$ cat config.mk
export PLATFORM = sky130hd
export DESIGN_NAME = imem_loader_flat
export DESIGN_NICKNAME = d
export VERILOG_FILES = /design/src/rtl/imem_loader_if.sv /design/src/rtl/imem_loader.sv /design/src/flat_wrapper.sv
export SDC_FILE = /design/constraint.sdc
export NUM_CORES = 1
export LEC_CHECK = 0
export ABC_AREA = 1
export CAP_MARGIN = 20
export CORE_MARGIN = 2
export CORE_UTILIZATION = 35
export DETAILED_ROUTE_END_ITERATION = 8
export DONT_BUFFER_PORTS = 1
export PLACE_DENSITY = 0.46
export SETUP_SLACK_MARGIN = 0.5
export SLEW_MARGIN = 15
export SYNTH_ARGS = -nofsm -noshare
export SYNTH_HDL_FRONTEND = slang
export SYNTH_SLANG_ARGS = --single-unit
$ cat constraint.sdc
create_clock -name clk -period 1.8 [get_ports clk]
set_input_delay 0.18 -clock clk [delete_from_list [all_inputs] [get_ports clk]]
set_output_delay 0.18 -clock clk [all_outputs]
set_load 0.02 [all_outputs]
$ cat src/rtl/imem_loader_if.sv
// imem_loader_if: byte-stream input, imem write port and loader status.
// The slave side is the loader, the master side is the host/CPU wrapper.
interface imem_loader_if #(
    parameter int unsigned ADDR_WIDTH = 16
);
    logic [7:0]            in_data;
    logic                  in_valid;
    logic                  in_ready;
    logic                  mem_we;
    logic [ADDR_WIDTH-1:0] mem_addr;
    logic [31:0]           mem_wdata;
    logic                  cpu_hold;
    logic                  load_done;
    logic                  load_err;

    modport master (
        output in_data, in_valid,
        input  in_ready, mem_we, mem_addr, mem_wdata,
        input  cpu_hold, load_done, load_err
    );

    modport slave (
        input  in_data, in_valid,
        output in_ready, mem_we, mem_addr, mem_wdata,
        output cpu_hold, load_done, load_err
    );
endinterface

$ cat src/rtl/imem_loader.sv
// imem_loader: boot loader turning a framed byte stream into imem writes.
// Define IMEM_LOADER_CHECKSUM_EN to expect and check a trailing XOR byte.
module imem_loader #(
    parameter int unsigned ADDR_WIDTH     = 16,
    parameter logic [7:0]  MAGIC          = 8'hA5,
    parameter int unsigned TIMEOUT_CYCLES = 1000000
) (
    input logic        clk,
    input logic        rst_n,
    imem_loader_if.slave bus
);
    localparam int unsigned   CW       = $clog2(TIMEOUT_CYCLES + 1);
    localparam logic [CW-1:0] IDLE_MAX = CW'(TIMEOUT_CYCLES - 1);
    localparam logic [16:0]   MAX_LEN  = 17'd1 << ADDR_WIDTH;

    typedef enum logic [2:0] {
        S_IDLE, S_LEN0, S_LEN1, S_DATA, S_CSUM
    } state_e;

    state_e                state_q, state_d;
    logic [7:0]            len_lo_q, len_lo_d;
    logic [16:0]           words_q, words_d;
    logic [ADDR_WIDTH-1:0] waddr_q, waddr_d;
    logic [1:0]            bidx_q, bidx_d;
    logic [23:0]           wbuf_q, wbuf_d;
    logic [CW-1:0]         idle_q, idle_d;
    logic                  mem_we_q, mem_we_d;
    logic [ADDR_WIDTH-1:0] mem_addr_q, mem_addr_d;
    logic [31:0]           mem_wdata_q, mem_wdata_d;
    logic                  cpu_hold_q, cpu_hold_d;
    logic                  load_done_q, load_done_d;
    logic                  load_err_q, load_err_d;
`ifdef IMEM_LOADER_CHECKSUM_EN
    logic [7:0]            csum_q, csum_d;
`endif

    logic        accept;
    logic        start;
    logic        finish;
    logic        fail;
    logic        timed;
    logic [15:0] len_full;

    assign bus.in_ready  = 1'b1;
    assign accept        = bus.in_valid & bus.in_ready;
    assign len_full      = {bus.in_data, len_lo_q};
    assign bus.mem_we    = mem_we_q;
    assign bus.mem_addr  = mem_addr_q;
    assign bus.mem_wdata = mem_wdata_q;
    assign bus.cpu_hold  = cpu_hold_q;
    assign bus.load_done = load_done_q;
    assign bus.load_err  = load_err_q;

    // Without a checksum, CSUM is a one-cycle completion state, not a wait.
`ifdef IMEM_LOADER_CHECKSUM_EN
    assign timed = (state_q != S_IDLE);
`else
    assign timed = (state_q == S_LEN0) || (state_q == S_LEN1) ||
                   (state_q == S_DATA);
`endif

    // Frame parser: next state, word assembly, write strobe and status.
    always_comb begin
        state_d     = state_q;
        len_lo_d    = len_lo_q;
        words_d     = words_q;
        waddr_d     = waddr_q;
        bidx_d      = bidx_q;
        wbuf_d      = wbuf_q;
        idle_d      = '0;
        mem_we_d    = 1'b0;
        mem_addr_d  = mem_addr_q;
        mem_wdata_d = mem_wdata_q;
        cpu_hold_d  = cpu_hold_q;
        load_done_d = load_done_q;
        load_err_d  = load_err_q;
`ifdef IMEM_LOADER_CHECKSUM_EN
        csum_d      = csum_q;
`endif
        start  = 1'b0;
        finish = 1'b0;
        fail   = 1'b0;

        if (timed && !accept) begin
            if (idle_q == IDLE_MAX) fail = 1'b1;
            else idle_d = idle_q + 1'b1;
        end

        unique case (state_q)
            S_IDLE: start = accept && (bus.in_data == MAGIC);
            S_LEN0: begin
                if (accept) begin
                    len_lo_d = bus.in_data;
                    state_d  = S_LEN1;
                end
            end
            S_LEN1: begin
                if (accept) begin
                    if ({1'b0, len_full} > MAX_LEN) begin
                        fail = 1'b1;
                    end else if (len_full == 16'd0) begin
`ifdef IMEM_LOADER_CHECKSUM_EN
                        state_d = S_CSUM;
`else
                        finish = 1'b1;
`endif
                    end else begin
                        words_d = {1'b0, len_full};
                        state_d = S_DATA;
                    end
                end
            end
            S_DATA: begin
                if (accept) begin
`ifdef IMEM_LOADER_CHECKSUM_EN
                    csum_d = csum_q ^ bus.in_data;
`endif
                    bidx_d = bidx_q + 2'd1;
                    unique case (bidx_q)
                        2'd0: wbuf_d[7:0]   = bus.in_data;
                        2'd1: wbuf_d[15:8]  = bus.in_data;
                        2'd2: wbuf_d[23:16] = bus.in_data;
                        default: begin
                            mem_we_d    = 1'b1;
                            mem_addr_d  = waddr_q;
                            mem_wdata_d = {bus.in_data, wbuf_q};
                            waddr_d     = waddr_q + 1'b1;
                            words_d     = words_q - 17'd1;
                            if (words_q == 17'd1) state_d = S_CSUM;
                        end
                    endcase
                end
            end
            S_CSUM: begin
`ifdef IMEM_LOADER_CHECKSUM_EN
                if (accept) begin
                    if (bus.in_data == csum_q) finish = 1'b1;
                    else fail = 1'b1;
                end
`else
                finish = 1'b1;
                start  = accept && (bus.in_data == MAGIC);
`endif
            end
            default: state_d = S_IDLE;
        endcase

        if (finish) begin
            load_done_d = 1'b1;
            cpu_hold_d  = 1'b0;
            state_d     = S_IDLE;
        end
        if (fail) begin
            load_err_d = 1'b1;
            cpu_hold_d = 1'b1;
            state_d    = S_IDLE;
        end
        if (start) begin
            load_done_d = 1'b0;
            load_err_d  = 1'b0;
            cpu_hold_d  = 1'b1;
            waddr_d     = '0;
            bidx_d      = 2'd0;
`ifdef IMEM_LOADER_CHECKSUM_EN
            csum_d      = 8'd0;
`endif
            state_d     = S_LEN0;
        end
    end

    // State and registered outputs.
    always_ff @(posedge clk or negedge rst_n) begin
        if (!rst_n) begin
            state_q     <= S_IDLE;
            len_lo_q    <= 8'd0;
            words_q     <= 17'd0;
            waddr_q     <= '0;
            bidx_q      <= 2'd0;
            wbuf_q      <= 24'd0;
            idle_q      <= '0;
            mem_we_q    <= 1'b0;
            mem_addr_q  <= '0;
            mem_wdata_q <= 32'd0;
            cpu_hold_q  <= 1'b1;
            load_done_q <= 1'b0;
            load_err_q  <= 1'b0;
`ifdef IMEM_LOADER_CHECKSUM_EN
            csum_q      <= 8'd0;
`endif
        end else begin
            state_q     <= state_d;
            len_lo_q    <= len_lo_d;
            words_q     <= words_d;
            waddr_q     <= waddr_d;
            bidx_q      <= bidx_d;
            wbuf_q      <= wbuf_d;
            idle_q      <= idle_d;
            mem_we_q    <= mem_we_d;
            mem_addr_q  <= mem_addr_d;
            mem_wdata_q <= mem_wdata_d;
            cpu_hold_q  <= cpu_hold_d;
            load_done_q <= load_done_d;
            load_err_q  <= load_err_d;
`ifdef IMEM_LOADER_CHECKSUM_EN
            csum_q      <= csum_d;
`endif
        end
    end
endmodule

$ cat src/flat_wrapper.sv
// flat-port wrapper written by rule: the top's interface ports become plain ports
module imem_loader_flat 
#(
    parameter int unsigned ADDR_WIDTH     = 16,
    parameter logic [7:0]  MAGIC          = 8'hA5,
    parameter int unsigned TIMEOUT_CYCLES = 1000000
)
  (clk, rst_n, bus_in_data, bus_in_valid, bus_in_ready, bus_mem_we, bus_mem_addr, bus_mem_wdata, bus_cpu_hold, bus_load_done, bus_load_err);
  imem_loader_if #(.ADDR_WIDTH(ADDR_WIDTH)) bus_i ();
  input logic clk;
  input logic rst_n;
  input wire logic [$bits(bus_i.in_data)-1:0] bus_in_data;
  input wire logic [$bits(bus_i.in_valid)-1:0] bus_in_valid;
  output wire logic [$bits(bus_i.in_ready)-1:0] bus_in_ready;
  output wire logic [$bits(bus_i.mem_we)-1:0] bus_mem_we;
  output wire logic [$bits(bus_i.mem_addr)-1:0] bus_mem_addr;
  output wire logic [$bits(bus_i.mem_wdata)-1:0] bus_mem_wdata;
  output wire logic [$bits(bus_i.cpu_hold)-1:0] bus_cpu_hold;
  output wire logic [$bits(bus_i.load_done)-1:0] bus_load_done;
  output wire logic [$bits(bus_i.load_err)-1:0] bus_load_err;
  assign bus_i.in_data = bus_in_data;
  assign bus_i.in_valid = bus_in_valid;
  assign bus_in_ready = bus_i.in_ready;
  assign bus_mem_we = bus_i.mem_we;
  assign bus_mem_addr = bus_i.mem_addr;
  assign bus_mem_wdata = bus_i.mem_wdata;
  assign bus_cpu_hold = bus_i.cpu_hold;
  assign bus_load_done = bus_i.load_done;
  assign bus_load_err = bus_i.load_err;
  imem_loader #(.ADDR_WIDTH(ADDR_WIDTH), .MAGIC(MAGIC), .TIMEOUT_CYCLES(TIMEOUT_CYCLES)) u_core (.clk(clk), .rst_n(rst_n), .bus(bus_i));
endmodule
Word-level counts from Yosys, hierarchy flattened
Cells that the tools add are included.
{ "totals": {"reg_bits": 142, "latchBits": 0, "mem_bits_rw": 0, "romBits": 0, "in_bits": 11, "out_inout_bits": 53, "memories": 0} }
{ "op_classes": {"n_addsub": 4, "n_mul": 0, "div_mod_pow": 0, "order_cmp": 1, "eq_ne": 23, "shifts": 0, "n_mux": 46, "bitwise": 1, "n_reduce_logical": 25} }
{ "ops": {"columns": ["op", "n"], "rows": [
  ["17-bit two-way mux", 5],
  ["16-bit two-way mux", 4],
  ["20-bit two-way mux", 2],
  ["5-bit by 2-bit != test with 1-bit output (second input constant)", 7],
  ["17-bit one-hot mux with 2 select lines", 1],
  ["3-bit two-way mux", 10],
  ["20-bit by 1-bit adder with 20-bit output (second input constant)", 1],
  ["20-bit equality test (second input constant)", 1],
  ["1-bit two-way mux", 19],
  ["17-bit by 1-bit equality test with 1-bit output (second input constant)", 1],
  ["16-bit by 17-bit > comparator with 1-bit output (second input constant)", 1],
  ["17-bit by 1-bit subtractor with 17-bit output (second input constant)", 1],
  ["16-bit by 1-bit adder with 16-bit output (second input constant)", 1],
  ["16-bit zero test", 1],
  ["3-bit AND reduction", 5],
  ["3-bit one-hot mux with 4 select lines", 1],
  ["2-bit != test (second input constant)", 5],
  ["2-bit nonzero test", 5],
  ["8-bit equality test (second input constant)", 1],
  ["8-bit AND reduction", 1],
  ["3-bit by 2-bit equality test with 1-bit output (second input constant)", 2],
  ["2-bit two-way mux", 3],
  ["6-bit AND reduction", 1],
  ["4-bit by 1-bit != test with 1-bit output (second input constant)", 1],
  ["other kinds (17)", 20]
]} }

Longest topological paths before layout
{ "logic_depth": {"depth_word": 10, "mapped_depth": 12} }

Worst setup path after synthesis
No wires, ideal clock.
{ "synth_path": {"kind": "flip-flop to flip-flop", "from": "register u_core.idle_q[0]", "to": "register u_core.state_q[0]", "setup_time_ps": 117, "arrival_ps": 1410, "setup_slack_ps": 273, "stages_incl_launch_ff": 11, "n_path_buf": 0, "synth_period_minus_slack_ps": 1527, "path_cell_list": "dfrtp_1 ha_1 nand3_1 nor3b_2 nand3_1 nand2_1 nor2_1 nand2_2 nand2_2 nand2_1 nand2_1"} }
{ "synth_via": {"elab_chain_len": 8} }
{ "synth_lines": {"columns": ["element", "line_no", "text"], "rows": [
  ["start: declaration", "imem_loader.sv:26", "logic [CW-1:0] idle_q, idle_d;"],
  ["start signal: assignment", "imem_loader.sv:197", "idle_q <= idle_d;"],
  ["20-bit equality test *", "imem_loader.sv:85", "if (idle_q == IDLE_MAX) fail = 1'b1;"],
  ["1-bit two-way mux *", "imem_loader.sv:85", null],
  ["1-bit two-way mux *", "imem_loader.sv:84", "if (timed && !accept) begin"],
  ["1-bit two-way mux", "imem_loader.sv:99", "if ({1'b0, len_full} > MAX_LEN) begin"],
  ["1-bit two-way mux", "imem_loader.sv:98", "if (accept) begin"],
  ["1-bit two-way mux *", "imem_loader.sv:89", "unique case (state_q)"],
  ["5-bit by 2-bit != test with 1-bit output (no line) (tied with other cells)", null, null],
  ["8-bit AND reduction (no line) / 3-bit two-way mux (equally long branches)", null, null],
  ["end signal: assignment", "imem_loader.sv:191", "state_q <= state_d;"],
  ["end: declaration", "imem_loader.sv:20", "state_e state_q, state_d;"]
]} }
Mark *: on every way between the ends. The rest lies on a longest branch, timed or not.
A chain may end at the register's enable or synchronous reset.

Worst setup path in the final report
{ "layout_path": {"from": "register u_core.state_q[1]", "to": "register u_core.state_q[1]"} }
{ "layout_via": {"elab_chain_len": 10} }
{ "layout_lines": {"columns": ["element", "line_no", "text"], "rows": [
  ["3-bit by 1-bit equality test with 1-bit output / 3-bit by 2-bit equality test with 1-bit output (equally long branches)", "imem_loader.sv:58, imem_loader.sv:89", null],
  ["1-bit logical OR (2 in series)", "imem_loader.sv:58", "assign timed = (state_q == S_LEN0) || (state_q == S_LEN1) ||"],
  ["1-bit logical AND", "imem_loader.sv:84", null],
  ["1-bit two-way mux", "imem_loader.sv:84", null],
  ["1-bit two-way mux", "imem_loader.sv:99", null],
  ["1-bit two-way mux", "imem_loader.sv:98", null],
  ["1-bit two-way mux", "imem_loader.sv:89", null],
  ["5-bit by 2-bit != test with 1-bit output (no line) (tied with other cells)", null, null],
  ["8-bit AND reduction (no line) / 3-bit two-way mux (equally long branches)", null, null]
]} }
Several ways; a longest one is shown, not always the timed one.

==> reports/qor.csv <==
metric,value,unit
fmax,616,MHz
fp.dieArea,20400,sq um
worstRegToRegCells,11,
mostFrequentLayoutCell,nand2_1,
status,finished with violations,
crit_arrival,1.94,ns
drc,0,
cap_violations,0,
synthSimpleGateAreaFrac,26.4,%
grt_start_max_net_pins,143,
rsz0062_at_grt,yes,
fin_setup_tns,0,ns
clkLatencyLatePin,0.43,ns
cp_max_fo,16,
crit_start,u_core.state_q[1]$_DFFE_PN0P_,
yosysUniqueCellTypes,41,
vdd_drop_max,663,uV
root_buffer,clkbuf_16,
setup_viol,0,
violations,hold timing,
endpoint_kind,flop,
drive_gt1_share,40.6,%
syn-cell-area,6760,sq um
finalNetCount,961,
num_antenna_cells,0,
placed_area,7240,sq um
final_area,10100,sq um
r2r-end,u_core.state_q[1]$_DFFE_PN0P_,
hold_ws,-0.552,ns
syn2layout_area_growth,48.7,%
final.fill_count,1685,
synth_compound_area_share,10.3,%
worstSetupPathType,flop to flop,
ys_ff_latch,142,
leakagePower,4.65,nW
dr_wl_met3,883,microns
overflow,0,
post_drt_wl_per_cell,16.5,microns
dr.max_layer_used,met4,
synthXorXnorAreaFrac,2.85,%
coreArea,18800,sq um
die_x,143,microns
start_util,35.9,%
synth_fp_nets,833,
drt-vias-per-instance,4.97,
grt_pass1_wl,31.3,mm
met2_length,9.80,mm
hold_violations,142,
antenna_found_initial,0,
crit_end,u_core.state_q[1]$_DFFE_PN0P_,
die_h,143,microns
r2r_slack,0.18,ns
grt_usage,19.8,%
min_period,1.62,ns
yosys_warnings,0,
period_share,90.2,%
crit_required,2.12,ns
dr.pass1.iters,4,
clk_pin_slew,0.06,ns
ys_seq_area_share,52.6,%
std_cell_rows,50,
cts_tree,yes,
finClkSkew,0.00728,ns
muxShareOfSynthArea,0,%
finalNonFillerCells,1214,
dp_hpwl,11.6,mm
wl,20.0,mm
cts.sinks,142,
synth_area_per_cell,8.30,sq um
dp.cells,1074,
synth-adder-area-share,1.48,%
ios,64,
vias,6035,
drt_iter0_drc,354,
io_buffer_count,0,
synth_top_family_by_area,simple AND/OR/NAND/NOR gates,
grt_pass1_vias,5969,
start_kind,flop,
syn_inst,814,
cts-htree-levels,4,
hold_class,input port to async pin,
drv_slew,0,
worst_r2r_startpoint,u_core.state_q[1]$_DFFE_PN0P_,
numCtsBuffers,17,
power_density,728,nW/um^2
clk_path_buf_depth,2,
drt-met1-wl,8.85,mm
final_cell_mix,"nand2_1, dfrtp_1, nand2_2",
final_antenna_net_count,0,
place_congestion,0.838,
-- routing by layer --
layer  up-vias  track usage [%]
met5         -                0
met4         0             7.92
met3        34             4.63
met2       127             32.1
met1      2975             25.7
li1       2899                -
-- report_power, final --
part           internal, mW  total, mW  switching (mW)
Sequential             3.23       3.27          0.0433
Combinational        0.0911      0.251           0.160
Clock                  2.36       3.80            1.44
-- metrics by stage --
step           power (mW)  setup WS [ns]  util (%)
2_1_floorplan        3.44          0.298         -
3_3_place_gp         3.50          0.112      38.5
3_5_place_dp         3.50         0.0682      38.5
4_1_cts              7.36          0.205      50.6
5_1_grt              7.56          0.110      53.4
6_report             7.32          0.177      53.4
-- sequential cells by signal (all words and copies together) (netlist names), 3 cells and up --
signal / count
u_core.words_q: 17
u_core.len_lo_q: 8
u_core.wbuf_q: 24
u_core.bus.mem_wdata: 32
u_core.waddr_q: 16
u_core.idle_q: 20
u_core.state_q: 3
u_core.bus.mem_addr: 16
-- worst max-delay path: stages, from the launching register on --
cell      delay [ns]
dfrtp_1         0.39
buf_4           0.14
buf_4           0.14
nand2_4         0.08
clkinv_4        0.08
buf_12          0.16
nand2_2         0.08
nand4_1         0.13
nand2_2         0.14
nand2_4         0.06
nand2_1         0.06
nand2_1         0.04
-- cell usage after synthesis --
master	count	area share, %
a21oi_1	22	1.6
a21oi_2	1	0.13
a31o_2	1	0.13
and3_1	2	0.19
buf_2	7	0.52
buf_4	5	0.56
buf_6	3	0.50
clkbuf_1	9	0.50
clkinv_1	1	0.055
clkinv_4	1	0.13
conb_1	1	0.055
dfrtp_1	141	52
dfstp_2	1	0.39
ha_1	8	1.5
inv_1	69	3.8
inv_2	4	0.22
inv_4	1	0.093
nand2_1	231	13
nand2_2	4	0.37
nand2_4	2	0.33
nand3_1	34	2.5
nand3_2	5	0.74
nand3b_1	1	0.11
nand4_1	20	1.9
nor2_1	81	4.5
nor2_2	4	0.37
nor2_4	2	0.33
nor3_1	17	1.3
nor3_2	2	0.30
nor3b_1	2	0.22
nor3b_2	1	0.19
nor4_1	2	0.19
o211ai_1	2	0.22
o21a_1	1	0.11
o21ai_0	87	6.4
o21ai_1	8	0.59
o21ai_2	7	0.91
o22ai_1	1	0.093
or2_2	1	0.093
xnor2_1	2	0.26
xor2_1	20	2.6
-- area by class of cell --
cell class	count	area, sq um	area share [%]
Multi-Input combinational cell	577	3700	36.8
Sequential cell	142	3560	35.4
Timing Repair Buffer	128	1520	15.2
Clock buffer	19	443	4.41
Tap cell	260	325	3.24
Inverter	76	322	3.20
Clock inverter	12	184	1.83
-- cell families after synthesis --
family          count (synthesis)
simple gates                  411
buf+inv                       100
flops                         142
xor+xnor                       22
other cells                     1
compound gates                130
fa+ha+maj                       8
-- repair_timing --
action | CTS | global route
endpoints found under the setup margin | 142 | 135
gates resized for setup | 246 | 88
cloned | 12 | 4
setup buffers | 72 | 17
hold endpoints to repair | 145 | 145
hold buffers | 3 | 1
pin swaps | 51 | 26
-- worst min-delay path by stage --
| stage | start | endpoint | slack [ns] | cells past startpoint |
|---|---|---|---|---|
| detailed placement | rst_n | u_core.bus.mem_wdata[13]$_DFFE_PN0P_ | -0.11 | 0 |
| global route | rst_n | u_core.bus.mem_wdata[10]$_DFFE_PN0P_ | -0.57 | 0 |
| finish | rst_n | u_core.bus.mem_wdata[10]$_DFFE_PN0P_ | -0.55 | 0 |
| floorplan | rst_n | u_core.bidx_q[0]$_DFFE_PN0P_ | -0.12 | 0 |
| global placement | rst_n | u_core.bus.mem_wdata[13]$_DFFE_PN0P_ | -0.11 | 0 |
| CTS | rst_n | u_core.bus.mem_wdata[9]$_DFFE_PN0P_ | -0.57 | 0 |
(Power assumes the default switching activity.)
